**config.mk**
```make
export PLATFORM = sky130hd
export DESIGN_NAME = gmii_tx_scheduler
export DESIGN_NICKNAME = d
export VERILOG_FILES = /design/src/rtl/gmii_tx_scheduler.sv
export SDC_FILE = /design/constraint.sdc
export NUM_CORES = 1
export LEC_CHECK = 0
export CORE_MARGIN = 1.5
export CORE_UTILIZATION = 50
export DETAILED_ROUTE_END_ITERATION = 8
export PLACE_DENSITY = 0.83
export SLEW_MARGIN = 25
export SYNTH_ARGS = -nofsm -noshare
export SYNTH_HDL_FRONTEND = slang
export SYNTH_SLANG_ARGS = --single-unit
```
**constraint.sdc**
```tcl
create_clock -name GTX_CLK -period 3.2 [get_ports GTX_CLK]
set_input_delay 0.48 -clock GTX_CLK [delete_from_list [all_inputs] [get_ports GTX_CLK]]
set_output_delay 0.48 -clock GTX_CLK [all_outputs]
set_load 0.02 [all_outputs]
```
**src/rtl/gmii_tx_scheduler.sv**
```systemverilog
// gmii_tx_scheduler: shares the GMII transmit interface between two byte-stream
// frame sources. Arbitration happens at frame boundaries. The block inserts the
// preamble and SFD, flags underruns with TX_ER, and enforces a minimum IPG.
// Optional build macro: GMII_TX_SCHED_FIXED_PRIO_EN (source 0 wins on a tie).
module gmii_tx_scheduler #(
    parameter int unsigned PREAMBLE_LEN = 7,
    parameter int unsigned IPG_LEN      = 12
) (
    input  logic       GTX_CLK,
    input  logic       mr_main_reset,
    input  logic       xmit,
    input  logic       req0_valid,
    input  logic [7:0] req0_data,
    input  logic       req0_last,
    output logic       req0_ready,
    input  logic       req1_valid,
    input  logic [7:0] req1_data,
    input  logic       req1_last,
    output logic       req1_ready,
    output logic [7:0] TXD,
    output logic       TX_EN,
    output logic       TX_ER,
    output logic [1:0] grant,
    output logic       busy
);

    typedef enum logic [2:0] {
        S_IDLE,
        S_PRE,
        S_SFD,
        S_DATA,
        S_IPG
    } state_t;

    localparam logic [7:0] PRE_LOAD = 8'(PREAMBLE_LEN - 1);
    localparam logic [7:0] IPG_LOAD = 8'(IPG_LEN - 1);

    state_t     r_state, w_state_nxt;
    logic [7:0] r_cnt, w_cnt_nxt;
    logic       r_last_seen, w_last_seen_nxt;
    logic [1:0] r_grant, w_grant_nxt;
    logic [7:0] r_txd, w_txd_nxt;
    logic       r_tx_en, w_tx_en_nxt;
    logic       r_tx_er, w_tx_er_nxt;
    logic       r_busy, w_busy_nxt;

    logic       w_accept_window;
    logic       w_sel_valid;
    logic [7:0] w_sel_data;
    logic       w_sel_last;
    logic       w_any_req;
    logic       w_win;

`ifndef GMII_TX_SCHED_FIXED_PRIO_EN
    logic       r_rr_ptr, w_rr_ptr_nxt;
`endif

    // The granted source may hand over a byte during SFD and during DATA until its last byte.
    assign w_accept_window = (r_state == S_SFD) || ((r_state == S_DATA) && !r_last_seen);
    assign req0_ready      = w_accept_window & r_grant[0];
    assign req1_ready      = w_accept_window & r_grant[1];

    assign w_sel_valid = r_grant[1] ? req1_valid : req0_valid;
    assign w_sel_data  = r_grant[1] ? req1_data  : req0_data;
    assign w_sel_last  = r_grant[1] ? req1_last  : req0_last;
    assign w_any_req   = req0_valid | req1_valid;

    // Winner index (0 or 1) for a new frame.
`ifdef GMII_TX_SCHED_FIXED_PRIO_EN
    assign w_win = ~req0_valid;
`else
    assign w_win = (req0_valid && req1_valid) ? r_rr_ptr : req1_valid;
`endif

    assign TXD   = r_txd;
    assign TX_EN = r_tx_en;
    assign TX_ER = r_tx_er;
    assign grant = r_grant;
    assign busy  = r_busy;

    assign w_busy_nxt = (w_state_nxt != S_IDLE);

    // Next-state and next-output logic; GMII outputs are computed one cycle ahead and registered.
    always_comb begin
        w_state_nxt     = r_state;
        w_cnt_nxt       = r_cnt;
        w_last_seen_nxt = r_last_seen;
        w_grant_nxt     = r_grant;
        w_txd_nxt       = 8'h00;
        w_tx_en_nxt     = 1'b0;
        w_tx_er_nxt     = 1'b0;
`ifndef GMII_TX_SCHED_FIXED_PRIO_EN
        w_rr_ptr_nxt    = r_rr_ptr;
`endif
        case (r_state)
            S_IDLE: begin
                w_grant_nxt = 2'b00;
                if (xmit && w_any_req) begin
                    w_state_nxt     = S_PRE;
                    w_cnt_nxt       = PRE_LOAD;
                    w_last_seen_nxt = 1'b0;
                    w_grant_nxt     = w_win ? 2'b10 : 2'b01;
                    w_tx_en_nxt     = 1'b1;
                    w_txd_nxt       = 8'h55;
`ifndef GMII_TX_SCHED_FIXED_PRIO_EN
                    w_rr_ptr_nxt    = ~w_win;
`endif
                end
            end
            S_PRE: begin
                w_tx_en_nxt = 1'b1;
                if (r_cnt == '0) begin
                    w_state_nxt = S_SFD;
                    w_txd_nxt   = 8'hD5;
                end else begin
                    w_cnt_nxt = r_cnt - 8'd1;
                    w_txd_nxt = 8'h55;
                end
            end
            S_SFD, S_DATA: begin
                if (r_last_seen) begin
                    // Last byte is on the wire this cycle; the gap starts next.
                    w_state_nxt = S_IPG;
                    w_cnt_nxt   = IPG_LOAD;
                    w_grant_nxt = 2'b00;
                end else begin
                    w_state_nxt = S_DATA;
                    w_tx_en_nxt = 1'b1;
                    if (w_sel_valid) begin
                        w_txd_nxt       = w_sel_data;
                        w_last_seen_nxt = w_sel_last;
                    end else begin
                        w_tx_er_nxt = 1'b1;
                    end
                end
            end
            S_IPG: begin
                if (r_cnt == '0) begin
                    w_state_nxt = S_IDLE;
                end else begin
                    w_cnt_nxt = r_cnt - 8'd1;
                end
            end
            default: begin
                w_state_nxt = S_IDLE;
                w_grant_nxt = 2'b00;
            end
        endcase
    end

    // State, counters and registered GMII outputs.
    always_ff @(posedge GTX_CLK or negedge mr_main_reset) begin
        if (!mr_main_reset) begin
            r_state     <= S_IDLE;
            r_cnt       <= '0;
            r_last_seen <= 1'b0;
            r_grant     <= '0;
            r_txd       <= '0;
            r_tx_en     <= 1'b0;
            r_tx_er     <= 1'b0;
            r_busy      <= 1'b0;
        end else begin
            r_state     <= w_state_nxt;
            r_cnt       <= w_cnt_nxt;
            r_last_seen <= w_last_seen_nxt;
            r_grant     <= w_grant_nxt;
            r_txd       <= w_txd_nxt;
            r_tx_en     <= w_tx_en_nxt;
            r_tx_er     <= w_tx_er_nxt;
            r_busy      <= w_busy_nxt;
        end
    end

`ifndef GMII_TX_SCHED_FIXED_PRIO_EN
    // Round-robin pointer: index of the source favoured on the next tie.
    always_ff @(posedge GTX_CLK or negedge mr_main_reset) begin
        if (!mr_main_reset) begin
            r_rr_ptr <= 1'b0;
        end else begin
            r_rr_ptr <= w_rr_ptr_nxt;
        end
    end
`endif

endmodule

```
# Yosys cells after proc, flatten, opt, wreduce, memory -nomap -nowiden
# Index checks and enable logic that the tools add are counted.
# Widths: inputs -> output; s select.
[word_totals] ff_bits=26 in_bits=23 out_inout_bits=15 wordCells=70
[op_classes] addsub=1 eq_ne=7 n_mux=32 n_bitwise=5 n_reduce_logical=16
[op_table] op="$mux 8" n=7
[op_table] op="$pmux 8 s3" n=2
[op_table] op="$mux 3" n=4
[op_table] op="$pmux 3 s4" n=1
[op_table] op="$mux 1" n=11
[op_table] op="$logic_not 8->1" n=1
[op_table] op="$sub 8x1->8 const B" n=1
[op_table] op="$mux 7" n=1
[op_table] op="$eq 3x2->1 const B" n=2
[op_table] op="$mux 2" n=3
[op_table] op="$ne 2x2->1 const B" n=3
[op_table] op="$pmux 2 s3" n=1
[op_table] op="$reduce_and 2->1" n=3
[op_table] op="$reduce_bool 3->1" n=2
[op_table] op="$reduce_and 4->1" n=1
[op_table] op="$reduce_or 2->1" n=2
[op_table] op="$eq 3x1->1 const B" n=1
[op_table] op="$eq 3x3->1 const B" n=1
[op_table] op="$logic_and 1x1->1" n=3
[op_table] op="$logic_not 3->1" n=1
[op_table] op="$pmux 1 s3" n=1
[op_table] op="$and 1x1->1" n=2
[op_table] op="$not 1->1" n=2
[op_table] op="$pmux 1 s2" n=1
[op_table] op="4 further kinds" n=4

# Depth between registers and ports, before layout
[depth] word_depth=5 depth_mapped=7 ltp_nobuf=6

# Worst setup path after synthesis
# Ideal clock, no wire load.
[synth_path] path_kind="register -> register" startpoint="reg r_cnt[0]" endpoint="reg r_cnt[1]" setup_time_ps=127 arrival_time_ps=1823 required_time_ps=3073 setup_slack_ps=1250 path_stages_with_launch=8 path_buffers=1 period_less_slack_ps=1950 cell_sequence="dfrtp_1 -> inv_1 -> ha_1 -> or3b_1 -> nor4b_2 -> buf_4 -> or2_4 -> mux2_1"
[synth_between] elab_chain_len=3 elab_cells_between_ends=6 classes_between="1 x add/sub; 1 x eq/ne; 2 x mux; 2 x reduce/logical"
[synth_rtl] item="from (decl)" line_no="39" source="logic [7:0] r_cnt, w_cnt_nxt;"
[synth_rtl] item="from (signal assigned)" line_no="164" source="r_cnt <= w_cnt_nxt;"
[synth_rtl] item="$sub 8x1->8 or $logic_not 8->1 (tied branches)"
[synth_rtl] item="$mux 8 or $ne 2x2->1 (tied branches)"
[synth_rtl] item="$pmux 8 s3 or $reduce_and 4->1 (tied branches)"
# Parallel ways exist; a longest one is shown, timed or not. The select of a mux whose other input is x is not followed.
# A chain may end at the register's enable or synchronous reset.

# Worst setup path in the final report
[layout_path] startpoint="reg r_state[1]" endpoint="out req0_ready"
[layout_between] elab_chain_len=4 elab_cells_between_ends=5 classes_between="2 x eq/ne; 1 x bitwise; 2 x reduce/logical"
[layout_rtl] item="from (decl)" line_no="38" source="state_t r_state, w_state_nxt;"
[layout_rtl] item="from (signal assigned)" line_no="163" source="r_state <= w_state_nxt;"
[layout_rtl] item="$eq 3x2->1" line_no="59" source="assign w_accept_window = (r_state == S_SFD) || ((r_state == S_DATA) && !r_last_seen);"
[layout_rtl] item="$logic_and 1x1->1" line_no="59"
[layout_rtl] item="$logic_or 1x1->1 (*)" line_no="59"
[layout_rtl] item="$and 1x1->1 (*)" line_no="60" source="assign req0_ready = w_accept_window & r_grant[0];"
[layout_rtl] item="to (decl)" line_no="15" source="output logic req0_ready,"
# Every way passes the cells marked *; elsewhere a longest branch is shown, timed or not.

==> results by group <==
Status
  • Outcome: finished clean

STA
  • Relative slew slack: 0.607
  • Unrepaired setup endpoints after global routing: no
  • Worst Setup Slack, final: around 570 ps
  • Total negative slack: 0 ps
  • Max Slew Vio Count: 0
  • Final setup viols: 0
  • Crit share post-route: 0.822
  • Worst clock skew: about 9.1 ps
  • Crit path time final: about 2600 ps
  • Hold Violations, Final: 0
  • Worst-margin pin slew: 583 ps
  • FMAX: around 380 MHz

Synth
  • Synth warn: 0
  • Async SR Flop Fraction: 1.00
  • Post-Synthesis Cell Area: between 0.001 and 0.0015 mm²
  • Post-synth EDFFs: 0
  • Syn_area_per_cell: roughly 10 µm²
  • Library cells used by synthesis: 42
  • Gate count of the mapped netlist: around 140
  • Register area share after synthesis: 0.475
  • Synth Net Count: 160
  • Top FF cell, synth: dfrtp_1
  • Yosys reg bits: 26

Pwr
  • Peak VDD IR: around 600 µV
  • Psw: 0.613 mW
  • Clock group share of total power: 0.095
  • Part of the power in combinational logic: 0.502
  • Sw frac: 0.421
  • Pint: around 0.84 mW
  • Part of the power in registers: 0.403
  • Leakage: between 0.7 and 0.8 nW
  • Pwr dens: 822 mW/mm²

Finish
  • Antenna diodes: 0
  • Fillcell total: around 210
  • Fraction of layout instances using a drive strength above 1: 0.0702
  • P&R area growth vs syn: 29.4%
  • Final-stage net count: a little under 200

Placement
  • Place WS: 940 ps
  • HPWL Detailed: 2310 µm
  • IO buf count: 37
  • Final Wtd Congestion: just under 1

Setup path
  • CP bufs+invs: 2
  • Setup crit end kind: output pin
  • Crit path DAT: between 2000 and 2500 ps
  • FF-to-FF Start: r_state[2]$_DFF_PN0_
  • Critical R2R Capture: r_cnt[1]$_DFFE_PN0P_
  • R2R Setup Slk: about 1100 ps
  • Req. time, crit path: 2720 ps
  • Setup Crit Path Kind: reg2out
  • CP startpoint kind: flip-flop
  • Critical path's top delay family: buffers and inverters
  • Worst Path Max Fanout: 13
  • Slowest CP cell: clkdlybuf4s50_1
  • Crit-path cells: inv_1, nor2_1, and3_1, clkdlybuf4s50_1
  • Delay of the slowest critical-path stage: ~600 ps
  • Worst setup path start: r_state[1]$_DFF_PN0_
  • WP depth: 4
  • Path depth of the worst reg2reg path: 4

Global route
  • Met2 Use GR: 0.355
  • GRT Total Usage: 0.212
  • Largest net degree at the start of global routing: 27
  • Global route overflow: 0
  • Via count of the first global-routing pass: about 1100
  • First-pass GRT wire length: ~5100 µm
  • M1 GR Usage: 0.268
  • Initial antenna violation count: 0
  • Met3 Track Usage GR: 0.0328
  • GR peak layer: met2

Floorplanning
  • Die area: slightly above 0.003 mm²
  • # IOs: 38
  • Initial core utilization: 0.538
  • Core area: ~0.0025 mm²
  • Die Height: 55.3 µm
  • Die span in x: about 55 µm
  • Num rows: 18

Min path
  • Worst hold path type: in2async

CTS
  • Number of H-tree levels: 1
  • Clk slew on worst S/H paths: approximately 140 ps
  • Clk sinks: 26
  • TritonCTS clock tree: yes
  • Num CTS Buffers: 3
  • CTS Hold Bufs: 0
  • Clock buffer depth: 2
  • Post-cts sizing count: 0
  • Clk Latency, worst-skew pair: between 300 and 400 ps
  • Postcts setup bufs: 0
  • Root buf cell: clkbuf_4

Route
  • 1st-iter DRT viols: 26
  • Drt wl/cell: roughly 15 µm
  • Antenna-violating nets left: 0
  • Vias: around 1200
  • Drt drc: 0
  • Final wirelength: 3010 µm
  • 1st-pass router iterations: 4
  • DR vias/cell: ~6

Job
  • Max-cap violations: 0
-- worst max-delay path by stage --
| stage | end |
|---|---|
| after floorplan | r_cnt[1]$_DFFE_PN0P_ |
| after global placement | r_cnt[1]$_DFFE_PN0P_ |
| after detailed placement | r_cnt[1]$_DFFE_PN0P_ |
| after CTS | req0_ready |
| after global routing | req1_ready |
| final | req0_ready |
-- state kept, by name, indices dropped and copies added, names as in the netlist --
name	flops
TX_ER	1
r_rr_ptr	1
grant	2
busy	1
TXD	8
r_last_seen	1
r_state	3
r_cnt	8
TX_EN	1
-- power by group through the flow --
stage	Sequential [mW]	Clock, mW	Combinational (mW)
2_1_floorplan	0.587	0	0.506
3_3_place_gp	0.588	0	0.708
3_5_place_dp	0.594	0	0.727
4_1_cts	0.587	0.144	0.730
5_1_grt	0.606	0.155	0.805
6_report	0.587	0.139	0.732
-- worst reg2reg max path: cells and delay by family, from the launching register on --
kind	cells	cell delay, ps
AOI/OAI and AO/OA	1	420
muxes	1	310
and+or+nand+nor	2	740
DFF	1	570
-- layer usage --
layer,routed length [µm],vias up,part of all wire
met5,0,-,0
met4,72,0,0.024
met3,132,7,0.044
met2,1500,33,0.50
met1,1310,582,0.43
li1,-,569,-
-- metrics by stage --
step           instances  instance area [µm²]  power (mW)  hold slack, ps  utilization
2_1_floorplan        135                 1370        1.09             184            -
3_3_place_gp         198                 1750        1.30             483        0.688
3_5_place_dp         198                 1750        1.32             484        0.688
4_1_cts              201                 1770        1.46             500        0.697
5_1_grt              201                 1770        1.57             519        0.697
6_report             201                 1770        1.46             496        0.697
-- final cells by class --
cell class,count,area (µm²),area share
Multi-Input combinational cell,99,662,0.373
Sequential cell,26,651,0.367
Timing Repair Buffer,39,385,0.217
Tap cell,30,37.5,0.0212
Clock buffer,3,22.5,0.0127
Inverter,4,15.0,0.00847
-- placed cells by master (no fill, tap or decap), types with 2 or more instances in the layout --
cell type / netlist / final
clkdlybuf4s50_1: 0 / 37
dfrtp_1: 26 / 26
nand2_1: 12 / 12
nor2_1: 12 / 12
mux2i_1: 10 / 10
o21ai_0: 10 / 10
nor3_1: 6 / 6
inv_1: 4 / 4
o31ai_1: 4 / 4
or4_1: 4 / 4
o21a_1: 3 / 3
a21boi_1: 3 / 3
clkbuf_4: 0 / 3
mux2_2: 2 / 2
or3_1: 2 / 2
nand3_1: 2 / 2
and3_1: 2 / 2
nand2b_1: 2 / 2
o21ai_1: 2 / 2
nor4_1: 2 / 2
a21oi_1: 2 / 2
ha_1: 2 / 2
buf_4: 1 / 2
-- cell families after synthesis --
logic type               count (synthesis)  share of synthesized area
adder cells (fa/ha/maj)                  2                     0.0183
multiplexers                            13                     0.0977
XOR/XNOR                                 1                     0.0119
AO/OA/AOI/OAI                           32                      0.158
flip-flops                              26                      0.475
AND/OR/NAND/NOR                         51                      0.197
buffers and inverters                   10                     0.0420
-- cell usage after synthesis, types with 2 or more instances --
master,instances,area share
inv_1,4,0.011
o31ai_1,4,0.022
mux2i_1,10,0.073
o21ai_1,2,0.0073
mux2_2,2,0.016
a21boi_1,3,0.016
dfrtp_1,26,0.47
nor3_1,6,0.022
or3_1,2,0.0091
nand2_1,12,0.033
nand3_1,2,0.0073
o21ai_0,10,0.037
o21a_1,3,0.016
ha_1,2,0.018
and3_1,2,0.0091
a21oi_1,2,0.0073
buf_6,2,0.016
or4_1,4,0.022
nor2_1,12,0.033
nor4_1,2,0.0091
nand2b_1,2,0.0091
Note: power is estimated with default switching activity, not from simulation.
